## config.mk

```make
export PLATFORM = sky130hd
export DESIGN_NAME = bcd_display_scan
export DESIGN_NICKNAME = d
export VERILOG_FILES = /design/src/rtl/bcd_disp_pkg.sv /design/src/rtl/bcd_to_seg.sv /design/src/rtl/bcd_display_scan.sv
export SDC_FILE = /design/constraint.sdc
export NUM_CORES = 1
export LEC_CHECK = 0
export ABC_AREA = 0
export BUFFER_PORTS_ARGS = -buffer_cell sky130_fd_sc_hd__buf_4
export CAP_MARGIN = 20
export CORE_MARGIN = 4
export CORE_UTILIZATION = 40
export CTS_BUF_LIST = sky130_fd_sc_hd__clkbuf_16
export CTS_CLUSTER_SIZE = 30
export DETAILED_ROUTE_END_ITERATION = 7
export HOLD_SLACK_MARGIN = 0.12
export SLEW_MARGIN = 20
export SYNTH_ARGS = -nofsm -noshare
export SYNTH_HDL_FRONTEND = slang
export SYNTH_SLANG_ARGS = --single-unit
export TNS_END_PERCENT = 50
```

## constraint.sdc

```tcl
create_clock -name clk -period 2 [get_ports clk]
set_clock_uncertainty 0.2 [all_clocks]
set_input_delay 0.2 -clock clk [delete_from_list [all_inputs] [get_ports clk]]
set_output_delay 0.2 -clock clk [all_outputs]
set_load 0.05 [all_outputs]
```

## src/rtl/bcd_disp_pkg.sv

```systemverilog
// ============================================================================
// Module      : bcd_disp_pkg
// Description : Shared constants for the BCD 7-segment scan display path.
// Revision    : 1.0 - initial release
// ============================================================================
`default_nettype none

package bcd_disp_pkg;

    localparam int DIG_W = 2;
    typedef logic [DIG_W-1:0] dig_idx_t;

    // Segment order {g,f,e,d,c,b,a}, active-low
    localparam logic [6:0] SEG_0     = 7'b1000000;
    localparam logic [6:0] SEG_1     = 7'b1111001;
    localparam logic [6:0] SEG_2     = 7'b0100100;
    localparam logic [6:0] SEG_3     = 7'b0110000;
    localparam logic [6:0] SEG_4     = 7'b0011001;
    localparam logic [6:0] SEG_5     = 7'b0010010;
    localparam logic [6:0] SEG_6     = 7'b0000010;
    localparam logic [6:0] SEG_7     = 7'b1111000;
    localparam logic [6:0] SEG_8     = 7'b0000000;
    localparam logic [6:0] SEG_9     = 7'b0010000;
    localparam logic [6:0] SEG_E     = 7'b0000110;
    localparam logic [6:0] SEG_BLANK = 7'b1111111;

    localparam logic [3:0] ANODE_OFF = 4'b1111;

endpackage

`default_nettype wire

```

## src/rtl/bcd_to_seg.sv

```systemverilog
// ============================================================================
// Module      : bcd_to_seg
// Description : Combinational BCD nibble to active-low 7-segment decoder.
// Revision    : 1.0 - initial release
// ============================================================================
`default_nettype none

module bcd_to_seg
    import bcd_disp_pkg::*;
(
    input  logic [3:0] i_digit,
    input  logic       i_blank,
    output logic [6:0] o_seg
);

    // Non-decimal nibbles show 'E' so corrupt data is visible on the board
    always_comb begin
        o_seg = SEG_E;
        if (i_blank) begin
            o_seg = SEG_BLANK;
        end else begin
            case (i_digit)
                4'd0:    o_seg = SEG_0;
                4'd1:    o_seg = SEG_1;
                4'd2:    o_seg = SEG_2;
                4'd3:    o_seg = SEG_3;
                4'd4:    o_seg = SEG_4;
                4'd5:    o_seg = SEG_5;
                4'd6:    o_seg = SEG_6;
                4'd7:    o_seg = SEG_7;
                4'd8:    o_seg = SEG_8;
                4'd9:    o_seg = SEG_9;
                default: o_seg = SEG_E;
            endcase
        end
    end

endmodule

`default_nettype wire

```

## src/rtl/bcd_display_scan.sv

```systemverilog
// ============================================================================
// Module      : bcd_display_scan
// Description : Captures packed BCD + carry and scans it onto a 4-digit
//               common-anode 7-segment display with blanking and blink.
// Revision    : 1.0 - initial release
// ============================================================================
`default_nettype none

module bcd_display_scan
    import bcd_disp_pkg::*;
#(
    parameter int REFRESH_DIV   = 100000,
    parameter int BLINK_FRAMES  = 128,
    parameter bit BLANK_LEADING = 1'b1
)(
    input  logic        clk,
    input  logic        rst,
    input  logic [15:0] value,
    input  logic        load,
    input  logic        ovf_in,
    input  logic        ovf_clr,
    output logic [3:0]  an,
    output logic [6:0]  seg,
    output logic        dp,
    output logic        bcd_err
);

    localparam int RCW = (REFRESH_DIV > 1) ? $clog2(REFRESH_DIV) : 1;
    localparam int BCW = (BLINK_FRAMES > 1) ? $clog2(BLINK_FRAMES) : 1;
    localparam logic [RCW-1:0] c_refresh_last = RCW'(REFRESH_DIV - 1);
    localparam logic [BCW-1:0] c_blink_last   = BCW'(BLINK_FRAMES - 1);
    localparam dig_idx_t       c_dig_last     = DIG_W'(3);

    logic [15:0]    r_shadow;
    logic           r_ovf_lat;
    logic [RCW-1:0] r_refresh_cnt;
    dig_idx_t       r_dig_idx;
    logic [BCW-1:0] r_blink_cnt;
    logic           r_blink_ph;

    logic           w_slot_end;
    logic           w_frame_end;
    logic [3:0]     w_nib_zero;
    logic [3:0]     w_nib_bad;
    logic [3:0]     w_lead_zero;
    logic [3:0]     w_digit;
    logic           w_blank;
    logic [6:0]     w_seg;
    logic [3:0]     w_an_on;

    assign w_slot_end  = (r_refresh_cnt == c_refresh_last);
    assign w_frame_end = w_slot_end && (r_dig_idx == c_dig_last);

    always_ff @(posedge clk) begin
        if (rst) begin
            r_shadow  <= '0;
            r_ovf_lat <= 1'b0;
        end else begin
            if (load) begin
                r_shadow <= value;
            end
            if (ovf_clr) begin
                r_ovf_lat <= 1'b0;
            end else if (load && ovf_in) begin
                r_ovf_lat <= 1'b1;
            end
        end
    end

    always_ff @(posedge clk) begin
        if (rst) begin
            r_refresh_cnt <= '0;
            r_dig_idx     <= '0;
        end else if (w_slot_end) begin
            r_refresh_cnt <= '0;
            r_dig_idx     <= r_dig_idx + DIG_W'(1);
        end else begin
            r_refresh_cnt <= r_refresh_cnt + RCW'(1);
        end
    end

    // Blink phase only advances on whole-frame boundaries so a dark half
    // never cuts a scan short
    always_ff @(posedge clk) begin
        if (rst || !r_ovf_lat) begin
            r_blink_cnt <= '0;
            r_blink_ph  <= 1'b0;
        end else if (w_frame_end) begin
            if (r_blink_cnt == c_blink_last) begin
                r_blink_cnt <= '0;
                r_blink_ph  <= ~r_blink_ph;
            end else begin
                r_blink_cnt <= r_blink_cnt + BCW'(1);
            end
        end
    end

    for (genvar i = 0; i < 4; i++) begin : g_nibble
        assign w_nib_zero[i] = (r_shadow[4*i +: 4] == 4'd0);
        assign w_nib_bad[i]  = (r_shadow[4*i +: 4] > 4'd9);
    end

    // w_lead_zero[i]: digit i and every more-significant digit are zero
    always_comb begin
        w_lead_zero    = '0;
        w_lead_zero[3] = w_nib_zero[3];
        for (int i = 2; i >= 0; i--) begin
            w_lead_zero[i] = w_nib_zero[i] & w_lead_zero[i+1];
        end
    end

    assign w_digit = r_shadow[4*r_dig_idx +: 4];
    assign w_blank = BLANK_LEADING && (r_dig_idx != '0) && w_lead_zero[r_dig_idx];
    assign w_an_on = ANODE_OFF ^ (4'b0001 << r_dig_idx);

    bcd_to_seg u_bcd_to_seg (
        .i_digit (w_digit),
        .i_blank (w_blank),
        .o_seg   (w_seg)
    );

    always_ff @(posedge clk) begin
        if (rst) begin
            an      <= ANODE_OFF;
            seg     <= SEG_BLANK;
            dp      <= 1'b1;
            bcd_err <= 1'b0;
        end else begin
            an      <= (r_ovf_lat && r_blink_ph) ? ANODE_OFF : w_an_on;
            seg     <= w_seg;
            dp      <= ~(r_ovf_lat && (r_dig_idx == c_dig_last));
            bcd_err <= |w_nib_bad;
        end
    end

endmodule

`default_nettype wire

```

Word-level counts from Yosys, hierarchy flattened
Memories as Yosys holds them, arrays and structs flattened. A register that Yosys moved wholly into a read port is not among the register bits.
Cells that the tools add are included.
{ "op_classes": {"addsub": 3, "n_lt_le_gt_ge": 5, "n_eq_ne": 3, "shifts": 2, "mux": 3, "bitwise": 6, "reduce_logical": 18} }
{ "ops": {"columns": ["operator", "count"], "rows": [
  ["$add A17 B1 Y17 const B", 1],
  ["$eq A17 B17 Y1 const B", 1],
  ["$gt A4 B4 Y1 const B", 4],
  ["$logic_not A4 Y1", 4],
  ["$shiftx A16 B5 Y4", 1],
  ["$reduce_or A2 Y1", 4],
  ["$add A7 B1 Y7 const B", 1],
  ["$eq A7 B7 Y1 const B", 1],
  ["$mux W7", 1],
  ["$logic_and A1 B1 Y1", 5],
  ["$not A4 Y4", 1],
  ["$reduce_or A4 Y1", 1],
  ["$shl A1 B2 Y4 const A", 1],
  ["$and A1 B1 Y1", 3],
  ["$lt A2 B3 Y1 const B", 1],
  ["$add A2 B1 Y2 const B", 1],
  ["$bmux W1 S2", 1],
  ["$eq A2 B2 Y1 const B", 1],
  ["$not A1 Y1", 2],
  ["$reduce_and A2 Y1", 1],
  ["$reduce_bool A2 Y1", 1],
  ["$logic_not A1 Y1", 1],
  ["$logic_or A1 B1 Y1", 1],
  ["$mux W1", 1]
]} }
{ "word_totals": {"regBits": 50, "romBits": 112, "in_bits": 21, "output_inout_bits": 13, "wordCells": 50, "n_memories": 1} }
{ "memory_table": {"columns": ["name", "depth", "word_bits", "rd", "rd_clocked_by_memory_dff", "write_ports", "line", "rtl"], "rows": [
  ["(no name shown)", 16, 7, 1, 1, 0, "bcd_to_seg.sv:22", "case (i_digit)"]
]} }

Depth between registers and ports, before layout
Gate-level depths: netlist of the first run.
{ "depth": {"word_depth": 8, "depth_mapped": 7, "ltp_nobuf": 6} }

Modules after synthesis
From an unflattened synthesis of the first run, not the netlist that was laid out.
{ "hier_totals": {"cells_unflattened": 276, "hier_area_um2": 2606.2} }
{ "by_module_without_submodules": {"columns": ["mod", "n_inst", "cells_each", "area_each_um2", "seq_area_each_um2"], "rows": [
  ["bcd_display_scan", 1, 244, 2384.8, 1141.1],
  ["bcd_to_seg", 1, 32, 221.5, 0.0]
]} }

Worst setup path after synthesis of the first run
OpenSTA, ideal clock, no wires.
{ "synth_timing": {"path_type": "register to register", "from": "reg r_dig_idx[0]", "to": "reg seg[4]", "setup_time_ps": 143, "t_arrival_ps": 1750, "required_ps": 1657, "slack_ps": -94, "path_stages_with_launch": 7, "path_buffers": 1, "period_less_slack_ps": 2094, "cell_sequence": "dfxtp_1 -> clkbuf_1 -> mux4_2 -> ha_1 -> mux2_2 -> nand2_1 -> o311ai_1"} }
{ "synth_via": {"elab_chain_len": 4, "elab_cells_between_ends": 6, "cone_classes": "shift: 1; mux: 2; reduce/logical: 3"} }
{ "synth_rtl": {"columns": ["item", "line", "rtl"], "rows": [
  ["from (decl)", "bcd_display_scan.sv:37", "dig_idx_t r_dig_idx;"],
  ["from (signal assigned)", "bcd_display_scan.sv:76", "r_dig_idx <= r_dig_idx + DIG_W'(1);"],
  ["$bmux W1 S2", "bcd_display_scan.sv:113", "assign w_blank = BLANK_LEADING && (r_dig_idx != '0) && w_lead_zero[r_dig_idx];"],
  ["$mux W1 (not written as such)", "bcd_display_scan.sv:113", null],
  ["$logic_and A1 B1 Y1", "bcd_display_scan.sv:113", null],
  ["$reduce_or A2 Y1 (no source line)", null, null],
  ["to (decl)", "bcd_display_scan.sv:23", "output logic [6:0] seg,"]
]} }
Parallel ways exist; a longest one is shown, timed or not. The select of a mux whose other input is x is not followed.
A chain may end at the register's enable or synchronous reset.

Worst setup path after layout of the first run
{ "layout_timing": {"from": "reg r_refresh_cnt[1]", "to": "reg r_blink_cnt[3]"} }
{ "layout_via": {"elab_chain_len": 2} }
{ "layout_rtl": {"columns": ["item", "line", "rtl"], "rows": [
  ["from (decl)", "bcd_display_scan.sv:36", "logic [RCW-1:0] r_refresh_cnt;"],
  ["from (signal assigned)", "bcd_display_scan.sv:78", "r_refresh_cnt <= r_refresh_cnt + RCW'(1);"],
  ["$eq A17 B17 Y1", "bcd_display_scan.sv:51", "assign w_slot_end = (r_refresh_cnt == c_refresh_last);"],
  ["$logic_and A1 B1 Y1", "bcd_display_scan.sv:52", "assign w_frame_end = w_slot_end && (r_dig_idx == c_dig_last);"],
  ["to (signal assigned)", "bcd_display_scan.sv:93", "r_blink_cnt <= r_blink_cnt + BCW'(1);"],
  ["to (decl)", "bcd_display_scan.sv:38", "logic [BCW-1:0] r_blink_cnt;"]
]} }
No other way between the ends.

==> impl_results.md, run 1 <==
- Cell taking the most area after synthesis: dfxtp_1
- Worst Hold Depth: 1
- Fraction of layout cells with a size suffix above 1: 0.245
- Count leader, synth: dfxtp_1
- Worst slew margin: 0.772
- Hold Crit Class: reg2reg
- Maxcap violations: 0
- Chip height: 89.3 um
- Via count: 2293
- CTS max path bufs: 2
- DRC viols: 0
- Startpoint Class: flop
- Most area-consuming cells after synthesis: dfxtp_1 43%, mux2i_1 6.4%, ha_1 5.2%
- Hold_ws: roughly 0.25 ns
- Max-slew violation total from the final report: 0
- Layout fillers: 569
- Worst Setup Path Type: reg2reg
- Syn Area/Cell: 9.69 sq um
- H-Tree Depth: 3
- Worst Path Arrival: 1.96 ns
- Yosys Warn Count: 0
- Vias per std cell: between 5 and 6
- RSZ-0062 raised after global routing: yes
- Min Tclk post-route: 1.91 ns
- DIE AREA: 0.00798 sq mm
- Final #Nets: roughly 400
- Final hold viol count: 0
- Total gr overflow: 0
- F_max: 524 MHz
- Die W: 89.3 um
- Final WL: 5760 um
- PwrDens: 797 mW/mm^2
- Crit path cell chain: ha_1, and4_4, nand4_4, or4b_1, a21oi_1
- Synth async-reset ratio: 0
- TritonCTS buffer count: 9
- TritonCTS clock tree: done
- Crit-path max FO: 16
- Worst path max stage delay: between 0.5 and 0.6 ns
- First-pass iteration count of the detailed router: 4
- Synth Cell Area: 0.00265 sq mm
- Post-synth top area share: 0.431
- Slowest CP cell: or4b_1
- Worst-margin pin slew: 0.339 ns
- P&R area growth vs syn: 40.3%
- Net count after synthesis: 305
- Placer Congestion: around 0.80
- Util after Layout: 0.581
- Clk pin slew, worst setup/hold paths: 0.05 ns
- R2R depth: 5
- Synth cell types: 47
- Predominant post-synthesis flop cell: dfxtp_1
- Initial Util: 0.414
- Commonest cells post-synth: 57 x dfxtp_1, 33 x nor2_1, 18 x a21oi_1, 17 x mux2i_1, 17 x o21ai_0
- Wire length per cell: 13.1 um
- Post-synth EDFFs: 0
- Final cycle utilization of the critical path: 0.955
- Initial DRC count: 76
- Final setup violation count: 0
- Total GRT Usage: 0.159
- Synth Instances: 273
- Largest net degree at the start of global routing: 28
- Register area share after synthesis: 0.431
- Worst IR Drop VDD: 546 uV
- Register area: about 0.0011 sq mm
- Number of synthesized register bits: between 50 and 60
- Multi-input logic area: between 0.001 and 0.0015 sq mm
- Critical Path End Type: flop
- Skew-Pair Late Insertion Delay: 0.32 ns
- Status: completed
- Leakage: approximately 1.5 nW
- N_diodes: 0
- First-pass GRT wire length: 9640 um
- Clk sinks: 57
- Clock Root Buffer: clkbuf_16
- Number of I/O port buffers: 33
- Rows: 29
- Worst path required time: 2.05 ns
- Vias in the first global route: 2123
- Ports: 34
- Initial antenna violation count: 0
- Antenna-violating nets left: 0
- Post-DP HPWL: 3850 um
- Core Box Area: around 0.0064 sq mm
[metrics by stage]
step                      cell area, sq um  std cells  TNS, ns  power, W  setup WS [ns]
after detailed placement              3030        386        0   0.00147         0.0235
final                                 3710        440        0   0.00296         0.0905
after CTS                             3670        437        0   0.00298        0.00637
after floorplan                       2650        273        0   0.00138        0.00173
after global routing                  3710        440  -0.0455   0.00307        -0.0189
after global placement                3030        386        0   0.00147         0.0739
[cell type report]
| type | instances | share of cell area |
|---|---|---|
| clock buffers | 9 | 0.0607 |
| clock inverters | 7 | 0.0165 |
| inverters | 8 | 0.00809 |
| multi-input cells | 194 | 0.379 |
| flip-flops and latches | 57 | 0.308 |
| well taps | 77 | 0.0260 |
| repair buffers | 88 | 0.202 |
[power breakdown]
group          internal (W)  leakage, nW  switching [W]
Clock              0.000948        0.142       0.000508
Sequential          0.00118        0.467      0.0000274
Combinational      0.000151        0.890       0.000147
[state kept, by name, summed over array words and instances (netlist names)]
| register | flops |
|---|---|
| r_shadow | 16 |
| an | 4 |
| r_dig_idx | 2 |
| r_blink_cnt | 7 |
| bcd_err | 1 |
| r_blink_ph | 1 |
| r_refresh_cnt | 17 |
| r_ovf_lat | 1 |
| seg | 7 |
| dp | 1 |
[what timing repair did]
item / in CTS / in global routing
resized for setup: 0 / 9
hold endpoints to repair: 22 / 0
endpoints found under the setup margin: 0 / 14
buffers inserted: 0 / 3
hold buffers: 35 / 0
[metal layers]
| layer | up-vias | part of all wire | track usage |
|---|---|---|---|
| li1 | 1165 | - | - |
| met1 | 1068 | 0.46 | 0.200 |
| met2 | 53 | 0.46 | 0.248 |
| met3 | 7 | 0.057 | 0.0590 |
| met4 | 0 | 0.015 | 0.0582 |
| met5 | - | 0 | 0 |
[cell families (layout without fill, tap and decap cells)]
group / count (synthesis) / count (layout) / synth area share
buf+inv: 22 / 112 / 0.0449
xor+xnor: 12 / 12 / 0.0397
flops: 57 / 57 / 0.431
mux: 22 / 22 / 0.103
compound gates: 50 / 50 / 0.110
simple gates: 99 / 99 / 0.219
fa+ha+maj: 11 / 11 / 0.0520
[layout by cell type (no fill, tap or decap), types with 3 or more instances in the layout]
| cell type | instances |
|---|---|
| xnor2_1 | 5 |
| mux2i_1 | 17 |
| a21oi_1 | 17 |
| nand4_1 | 8 |
| nor2_1 | 33 |
| dfxtp_1 | 55 |
| buf_4 | 53 |
| xor2_1 | 7 |
| o31ai_1 | 7 |
| dlygate4sd3_1 | 35 |
| and3_1 | 3 |
| o21ai_0 | 17 |
| nand2_1 | 13 |
| or4_1 | 10 |
| clkinv_2 | 4 |
| nand3_1 | 8 |
| mux4_2 | 4 |
| or3_1 | 4 |
| inv_1 | 7 |
| ha_1 | 10 |
| clkbuf_16 | 9 |
[path summary, 6_finish.rpt]
check / start / end / slack, ns
min reg2reg: r_ovf_lat$_SDFFE_PP0P_ / dp$_SDFF_PP1_ / 0.25
min: r_ovf_lat$_SDFFE_PP0P_ / dp$_SDFF_PP1_ / 0.25
max: r_refresh_cnt[1]$_SDFF_PP0_ / r_blink_cnt[3]$_SDFFE_PP0P_ / 0.09
max reg2reg: r_refresh_cnt[1]$_SDFF_PP0_ / r_blink_cnt[3]$_SDFFE_PP0P_ / 0.09
[worst max-delay path: cells and delay by family (launching register included)]
kind,cells,cell delay [ns]
flip-flops,1,0.35
AND/OR/NAND/NOR,3,0.97
AO/OA/AOI/OAI,1,0.14
adder cells (fa/ha/maj),1,0.17
No activity file was read; power rests on OpenSTA's default activity.
==> inputs of run 2 (changes only) <==
--- a/config.mk
+++ b/config.mk
@@ -6,13 +6,13 @@
 export NUM_CORES = 1
 export LEC_CHECK = 0
 export ABC_AREA = 0
-export BUFFER_PORTS_ARGS = -buffer_cell sky130_fd_sc_hd__buf_4
 export CAP_MARGIN = 20
 export CORE_MARGIN = 4
 export CORE_UTILIZATION = 40
 export CTS_BUF_LIST = sky130_fd_sc_hd__clkbuf_16
 export CTS_CLUSTER_SIZE = 30
 export DETAILED_ROUTE_END_ITERATION = 7
+export DONT_BUFFER_PORTS = 1
 export HOLD_SLACK_MARGIN = 0.12
 export SLEW_MARGIN = 20
 export SYNTH_ARGS = -nofsm -noshare
==> constraint.sdc (replaced) <==
create_clock -name clk -period 2 [get_ports clk]
set_clock_uncertainty 0.2 [all_clocks]
set_input_delay 0.2 -clock clk [delete_from_list [all_inputs] [get_ports clk]]
set_output_delay 0.2 -clock clk [all_outputs]
set_load 0.01 [all_outputs]
==> run 2 against run 1 <==
  * Critical path depth stayed put
  * Final cell count is 6.6% lower
  * Critical path type unchanged
  * Largest cell class unchanged
  * Worst setup slack worse by 0.0073 ns
==> impl_results.md, run 2 (synthesis results as in run 1) <==
- Status: completed
- Final Total Pwr: 0.00288 W (-2.6%)
- Crit. Startpoint: r_dig_idx[0]$_SDFFE_PP0P_
- Largest Register: r_refresh_cnt
- Dpl cells: 354 (-8.3%)
- Largest net degree at the start of global routing: 28 (unchanged)
- Final cycle utilization of the critical path: 0.958 (+0.00367)
- Initial DRC count: 100 (+32%)
- First-pass GRT wire length: 9890 um (+2.6%)
- Core Box Area: 0.00639 sq mm (unchanged)
- Total GRT Usage: 0.162 (+0.00306)
- CTS max path bufs: 2 (unchanged)
- Slowest CP cell: mux4_2
- Final setup violation count: 0 (unchanged)
- Final WL: 6150 um (+6.8%)
- DIE AREA: 0.00798 sq mm (unchanged)
- F_max: 522 MHz (-0.38%)
- PwrDens: 816 mW/mm^2 (+2.4%)
- Worst path required time: 2.00 ns (-0.05 ns)
- Post-DP HPWL: 3750 um (-2.4%)
- Clk pin slew, worst setup/hold paths: 0.05 ns (about the same)
- Buffers and inverters on the worst path: 0 (unchanged)
- Maxcap violations: 0 (unchanged)
- Final hold viol count: 0 (unchanged)
- TritonCTS clock tree: done
- Fin cells: 411 (-6.6%)
- TritonCTS buffer count: 9 (unchanged)
- Delay-heaviest family, CP: multiplexers
- Via count: 2215 (-3.4%)
- First-pass iteration count of the detailed router: 4 (unchanged)
- Pre-CTS WS: 0.0140 ns (-0.00957 ns)
- Final worst slack: 0.0832 ns (-0.00735 ns)
- Initial antenna violation count: 0 (unchanged)
- Worst slew margin: 0.327 (-0.445)
- Skew-Pair Late Insertion Delay: 0.32 ns (about the same)
- Placer Congestion: 0.843 (+5.6%)
- DRC viols: 0 (unchanged)
- Worst Setup Path Type: reg2reg
- Vias per std cell: 5.39 (+3.4%)
- Rows: 29 (unchanged)
- Max-slew violation total from the final report: 0 (unchanged)
- Startpoint Class: flop
- Worst IR Drop VDD: 568 uV (+4.0%)
- Layout fillers: 555 (-2.5%)
- Reg2reg start: r_dig_idx[0]$_SDFFE_PP0P_
- Max reg flops: 17 (unchanged)
- Final #Nets: 361 (-7.4%)
- Fraction of layout cells with a size suffix above 1: 0.183 (-0.0625)
- Util after Layout: 0.553 (-0.0280)
- Commonest non-fill, non-tap cell in the layout: dfxtp_1
- CP endpoint: seg[4]$_SDFF_PP1_
- Min Tclk post-route: 1.92 ns (+0.00735 ns)
- Antenna-violating nets left: 0 (unchanged)
- Top Registers: r_refresh_cnt (17), r_shadow (16)
- Initial Util: 0.414 (unchanged)
- Worst path max stage delay: 0.56 ns (about the same)
- R2R depth: 5 (unchanged)
- Worst R2R Setup Slack: 0.08 ns (about the same)
- N_diodes: 0 (unchanged)
- H-Tree Depth: 3 (unchanged)
- Crit path cell chain: mux4_2, ha_1, mux2_2, nand2_1, o311ai_1
- Number of I/O port buffers: 0 (-100%)
- Leakage: 1.32 nW (-12%)
- Clk sinks: 57 (unchanged)
- Multi-input logic area: 0.00143 sq mm (+1.9%)
- Chip height: 89.3 um (unchanged)
- Most frequent cells in the layout: 53 x dfxtp_1, 36 x dlygate4sd3_1, 33 x nor2_1
- Wire length per cell: 15.0 um (+14%)
- Setup TNS: 0 ns (unchanged)
- Vias in the first global route: 2054 (-3.3%)
- Ports: 34 (unchanged)
- Worst-margin pin slew: 1.01 ns (+0.667 ns)
- Register area: 0.00115 sq mm (+0.44%)
- Critical Path End Type: flop
- Worst Min Path Start: r_ovf_lat$_SDFFE_PP0P_
- Hold Crit Class: reg2reg
- Worst Path Arrival: 1.91 ns (-0.05 ns)
- P&R area growth vs syn: 33.5%
- Die W: 89.3 um (unchanged)
- Total gr overflow: 0 (unchanged)
- Crit-path max FO: 4 (-12)
- Crit Reg-Reg Endpoint: seg[4]$_SDFF_PP1_
- Clock Root Buffer: clkbuf_16
- Critical path depth in cells: 5 (unchanged)
- RSZ-0062 raised after global routing: no
[run 2: cell types whose count changed in the layout (fill, tap and decap cells not counted), sizes merged]
cell / delta
buf: -31
clkinv: +1
clkinvlp: -1
dlygate4sd3: +1
nand4: +1
[run 2: worst register-to-register path, stage by stage, from the launching register on]
cell and delay (ns):
dfxtp_4 0.37, mux4_2 0.56, ha_1 0.24, mux2_2 0.27, nand2_1 0.06, o311ai_1 0.08
[run 2: worst min path at each step]
stage	to	cells after the start
after CTS	dp$_SDFF_PP1_	1
final	dp$_SDFF_PP1_	1
after global routing	dp$_SDFF_PP1_	1
after floorplan	r_ovf_lat$_SDFFE_PP0P_	1
after global placement	r_shadow[9]$_SDFFE_PP0P_	1
after detailed placement	r_dig_idx[1]$_SDFFE_PP0P_	1
[run 2: report_power, final]
group | switching [W] | internal [W]
clock network | 0.000518 | 0.000949
registers | 0.0000380 | 0.00118
logic | 0.0000800 | 0.000122
total | 0.000636 | 0.00225
[run 2: area by class of cell]
type | count | share of cell area
Clock buffer | 9 | 0.0637
Tap cell | 77 | 0.0273
Inverter | 8 | 0.00850
Multi-Input combinational cell | 195 | 0.406
Timing Repair Buffer | 58 | 0.152
Sequential cell | 57 | 0.325
Clock inverter | 7 | 0.0174
[run 2: repair_timing]
item | 4_1_cts | 5_1_grt
endpoints found under the setup margin | 0 | 12
setup buffers | 0 | 4
hold endpoints to repair | 57 | 0
hold buffers | 36 | 0
gates resized for setup | 0 | 14
[run 2: metrics by stage]
step	area, sq um	hold slack (ns)
floorplan	2650	0.0768
global placement	2800	0.0778
detailed placement	2800	0.0781
CTS	3450	0.243
global route	3530	0.269
finish	3530	0.238
[run 2: metal layers]
| layer | routed length, um | vias up | global-route usage | share of wire |
|---|---|---|---|---|
| met2 | 2870 | 51 | 0.240 | 0.47 |
| li1 | - | 1104 | - | - |
| met1 | 2860 | 1049 | 0.212 | 0.47 |
| met5 | 0 | - | 0 | 0 |
| met4 | 89 | 0 | 0.0677 | 0.014 |
| met3 | 332 | 11 | 0.0581 | 0.054 |
==> inputs of run 3 (changes only) <==
--- a/config.mk
+++ b/config.mk
@@ -8,7 +8,7 @@
 export ABC_AREA = 0
 export CAP_MARGIN = 20
 export CORE_MARGIN = 4
-export CORE_UTILIZATION = 40
+export CORE_UTILIZATION = 30
 export CTS_BUF_LIST = sky130_fd_sc_hd__clkbuf_16
 export CTS_CLUSTER_SIZE = 30
 export DETAILED_ROUTE_END_ITERATION = 7
==> run 3 against run 2 <==
  * Worst hold slack better by 0.035 ns
  * Fmax down 2.0%
  * Power fell by 5.5%
  * Critical path depth stayed put
  * Clock-buffer cell count unchanged
  * Non-clock buffer count unchanged
  * First-iteration DRC count down 1.0%
  * Worst setup slack lost 0.040 ns
  * Cell area decreased by 0.11%
  * Sequential share of layout area about the same
==> impl_results.md, run 3 (synthesis results as in run 1) <==
- First-pass GRT wire length: 10100 um (+2.2%)
- Top Registers: r_refresh_cnt (17), r_shadow (16)
- Placer Congestion: 0.808 (-4.1%)
- Wire length per cell: 14.0 um (-6.5%)
- Finished layout cell area: 0.00353 sq mm (-0.11%)
- Max-slew violation total from the final report: 0 (unchanged)
- Antenna-violating nets left: 0 (unchanged)
- PwrDens: 772 mW/mm^2 (-5.4%)
- Worst IR Drop VDD: 430 uV (-24%)
- Initial Util: 0.306 (-0.108)
- Most frequent cells in the layout: 53 x dfxtp_1, 36 x dlygate4sd3_1, 33 x nor2_1
- Worst-margin pin slew: 1.08 ns (+0.0770 ns)
- Slowest CP cell: or4_1
- Worst Hold Depth: 1 (unchanged)
- DIE AREA: 0.0104 sq mm (+30%)
- Crit path cell chain: nor4_4, buf_4, nand4_4, or4_1, a21oi_1
- Crit. Startpoint: r_refresh_cnt[5]$_SDFF_PP0_
- Fin cells: 442 (+7.5%)
- Number of I/O port buffers: 0 (unchanged)
- Final WL: 6190 um (+0.59%)
- Final setup violation count: 0 (unchanged)
- Total GRT Usage: 0.124 (-0.0379)
- Final Total Pwr: 0.00272 W (-5.5%)
- Worst slew margin: 0.276 (-0.0515)
- Core Box Area: 0.00864 sq mm (+35%)
- Final #Nets: 361 (unchanged)
- Leakage: 1.31 nW (-0.78%)
- Critical Path End Type: flop
- Highest Signal Layer: met4
- Worst path max stage delay: 0.52 ns (-0.04 ns)
- Dpl cells: 386 (+9.0%)
- TritonCTS clock tree: done
- Die W: 102 um (+14%)
- Total gr overflow: 0 (unchanged)
- Vias in the first global route: 2096 (+2.0%)
- Commonest non-fill, non-tap cell in the layout: dfxtp_1
- Layout fillers: 837 (+51%)
- Status: completed
- Via count: 2197 (-0.81%)
- Clk pin slew, worst setup/hold paths: 0.05 ns (about the same)
- Worst Path Arrival: 2.01 ns (+0.10 ns)
- Hold Crit Endpoint: dp$_SDFF_PP1_
- Post-DP HPWL: 4030 um (+7.4%)
- Chip height: 102 um (+14%)
- Final hold viol count: 0 (unchanged)
- Initial DRC count: 99 (-1.0%)
- Clk sinks: 57 (unchanged)
- TritonCTS buffer count: 9 (unchanged)
- Worst path required time: 2.06 ns (+0.06 ns)
- Worst R2R Setup Slack: 0.04 ns (-0.04 ns)
- DRC viols: 0 (unchanged)
- Max reg flops: 17 (unchanged)
- Clock Root Buffer: clkbuf_16
- Fraction of layout cells with a size suffix above 1: 0.174 (-0.00898)
- M1 WL: 3000 um (+4.6%)
- Placed Area: 0.00285 sq mm (+1.7%)
- Worst Setup Path Type: reg2reg
- Min Tclk post-route: 1.96 ns (+0.0396 ns)
- CTS max path bufs: 2 (unchanged)
- Final cycle utilization of the critical path: 0.978 (+0.0198)
- H-Tree Depth: 3 (unchanged)
- Rows: 34 (+17%)
- Maxcap violations: 0 (unchanged)
- F_max: 511 MHz (-2.0%)
- Buffers and inverters on the worst path: 1 (+1)
- P&R area growth vs syn: 33.4%
- Vias per std cell: 4.97 (-7.8%)
- N_diodes: 0 (unchanged)
- Delay-heaviest family, CP: simple AND/OR/NAND/NOR gates
- Largest net degree at the start of global routing: 28 (unchanged)
- Largest Register: r_refresh_cnt
- Met3 WL: 330 um (-0.60%)
- R2R depth: 5 (unchanged)
- Crit-path max FO: 7 (+3)
- Initial antenna violation count: 0 (unchanged)
- Skew-Pair Late Insertion Delay: 0.32 ns (about the same)
- First-pass iteration count of the detailed router: 4 (unchanged)
- Crit Reg-Reg Endpoint: r_blink_cnt[5]$_SDFFE_PP0P_
- Hold Crit Class: reg2reg
- Reg2reg start: r_refresh_cnt[5]$_SDFF_PP0_
- Ports: 34 (unchanged)
- Worst Min Path Start: r_ovf_lat$_SDFFE_PP0P_
- Startpoint Class: flop
- Met2 wire len: 2740 um (-4.6%)
## run 3: worst register-to-register path, cell delays in order (launching register included)
cell and delay (ns):
dfxtp_1 0.38, nor4_4 0.31, buf_4 0.20, nand4_4 0.14, or4_1 0.52, a21oi_1 0.14
## run 3: metrics by stage
step | hold WS [ns] | setup TNS, ns | util | worst slack (ns)
2_1_floorplan | 0.0768 | 0 | - | 0.00173
3_3_place_gp | 0.0777 | 0 | 0.330 | 0.0438
3_5_place_dp | 0.0790 | -0.0440 | 0.330 | -0.0212
4_1_cts | 0.267 | 0 | 0.401 | 0.00113
5_1_grt | 0.297 | -0.0231 | 0.409 | -0.0136
6_report | 0.273 | 0 | 0.409 | 0.0436
## run 3: area by class of cell
type                       instances  area, sq um  area share
multi-input combinational        195         1430       0.404
sequential                        57         1150       0.325
timing repair buffer              58          538       0.152
clock buffer                       9          225      0.0638
tap                              108          135      0.0383
clock inverter                     7         30.0     0.00851
inverter                           8         30.0     0.00851
## run 3: how the worst max path moves through the flow
stage	to	slack, ns	cells after the start
after floorplan	seg[4]$_SDFF_PP1_	0.002	6
after global placement	r_blink_cnt[3]$_SDFFE_PP0P_	0.04	5
after detailed placement	r_blink_cnt[3]$_SDFFE_PP0P_	-0.02	5
after CTS	r_blink_cnt[3]$_SDFFE_PP0P_	0.001	5
after global routing	r_blink_cnt[0]$_SDFFE_PP0P_	-0.01	4
final	r_blink_cnt[5]$_SDFFE_PP0P_	0.04	5
## run 3: what timing repair did
action,4_1_cts,5_1_grt
resized for setup,1,11
setup endpoints to repair,4,14
pin swaps,0,3
gates cloned,0,1
buffers inserted,0,3
hold buffers,36,0
endpoints found under the hold margin,57,0
## run 3: power breakdown
group	switching [W]	leakage, nW	internal (W)
Sequential	0.0000386	0.468	0.00118
Clock	0.000496	0.136	0.000809
Combinational	0.0000786	0.705	0.000122
## run 3: layer usage
metal | vias up | track usage
met4 | 0 | 0.0494
met5 | - | 0
met2 | 43 | 0.184
li1 | 1105 | -
met3 | 12 | 0.0512
met1 | 1037 | 0.160
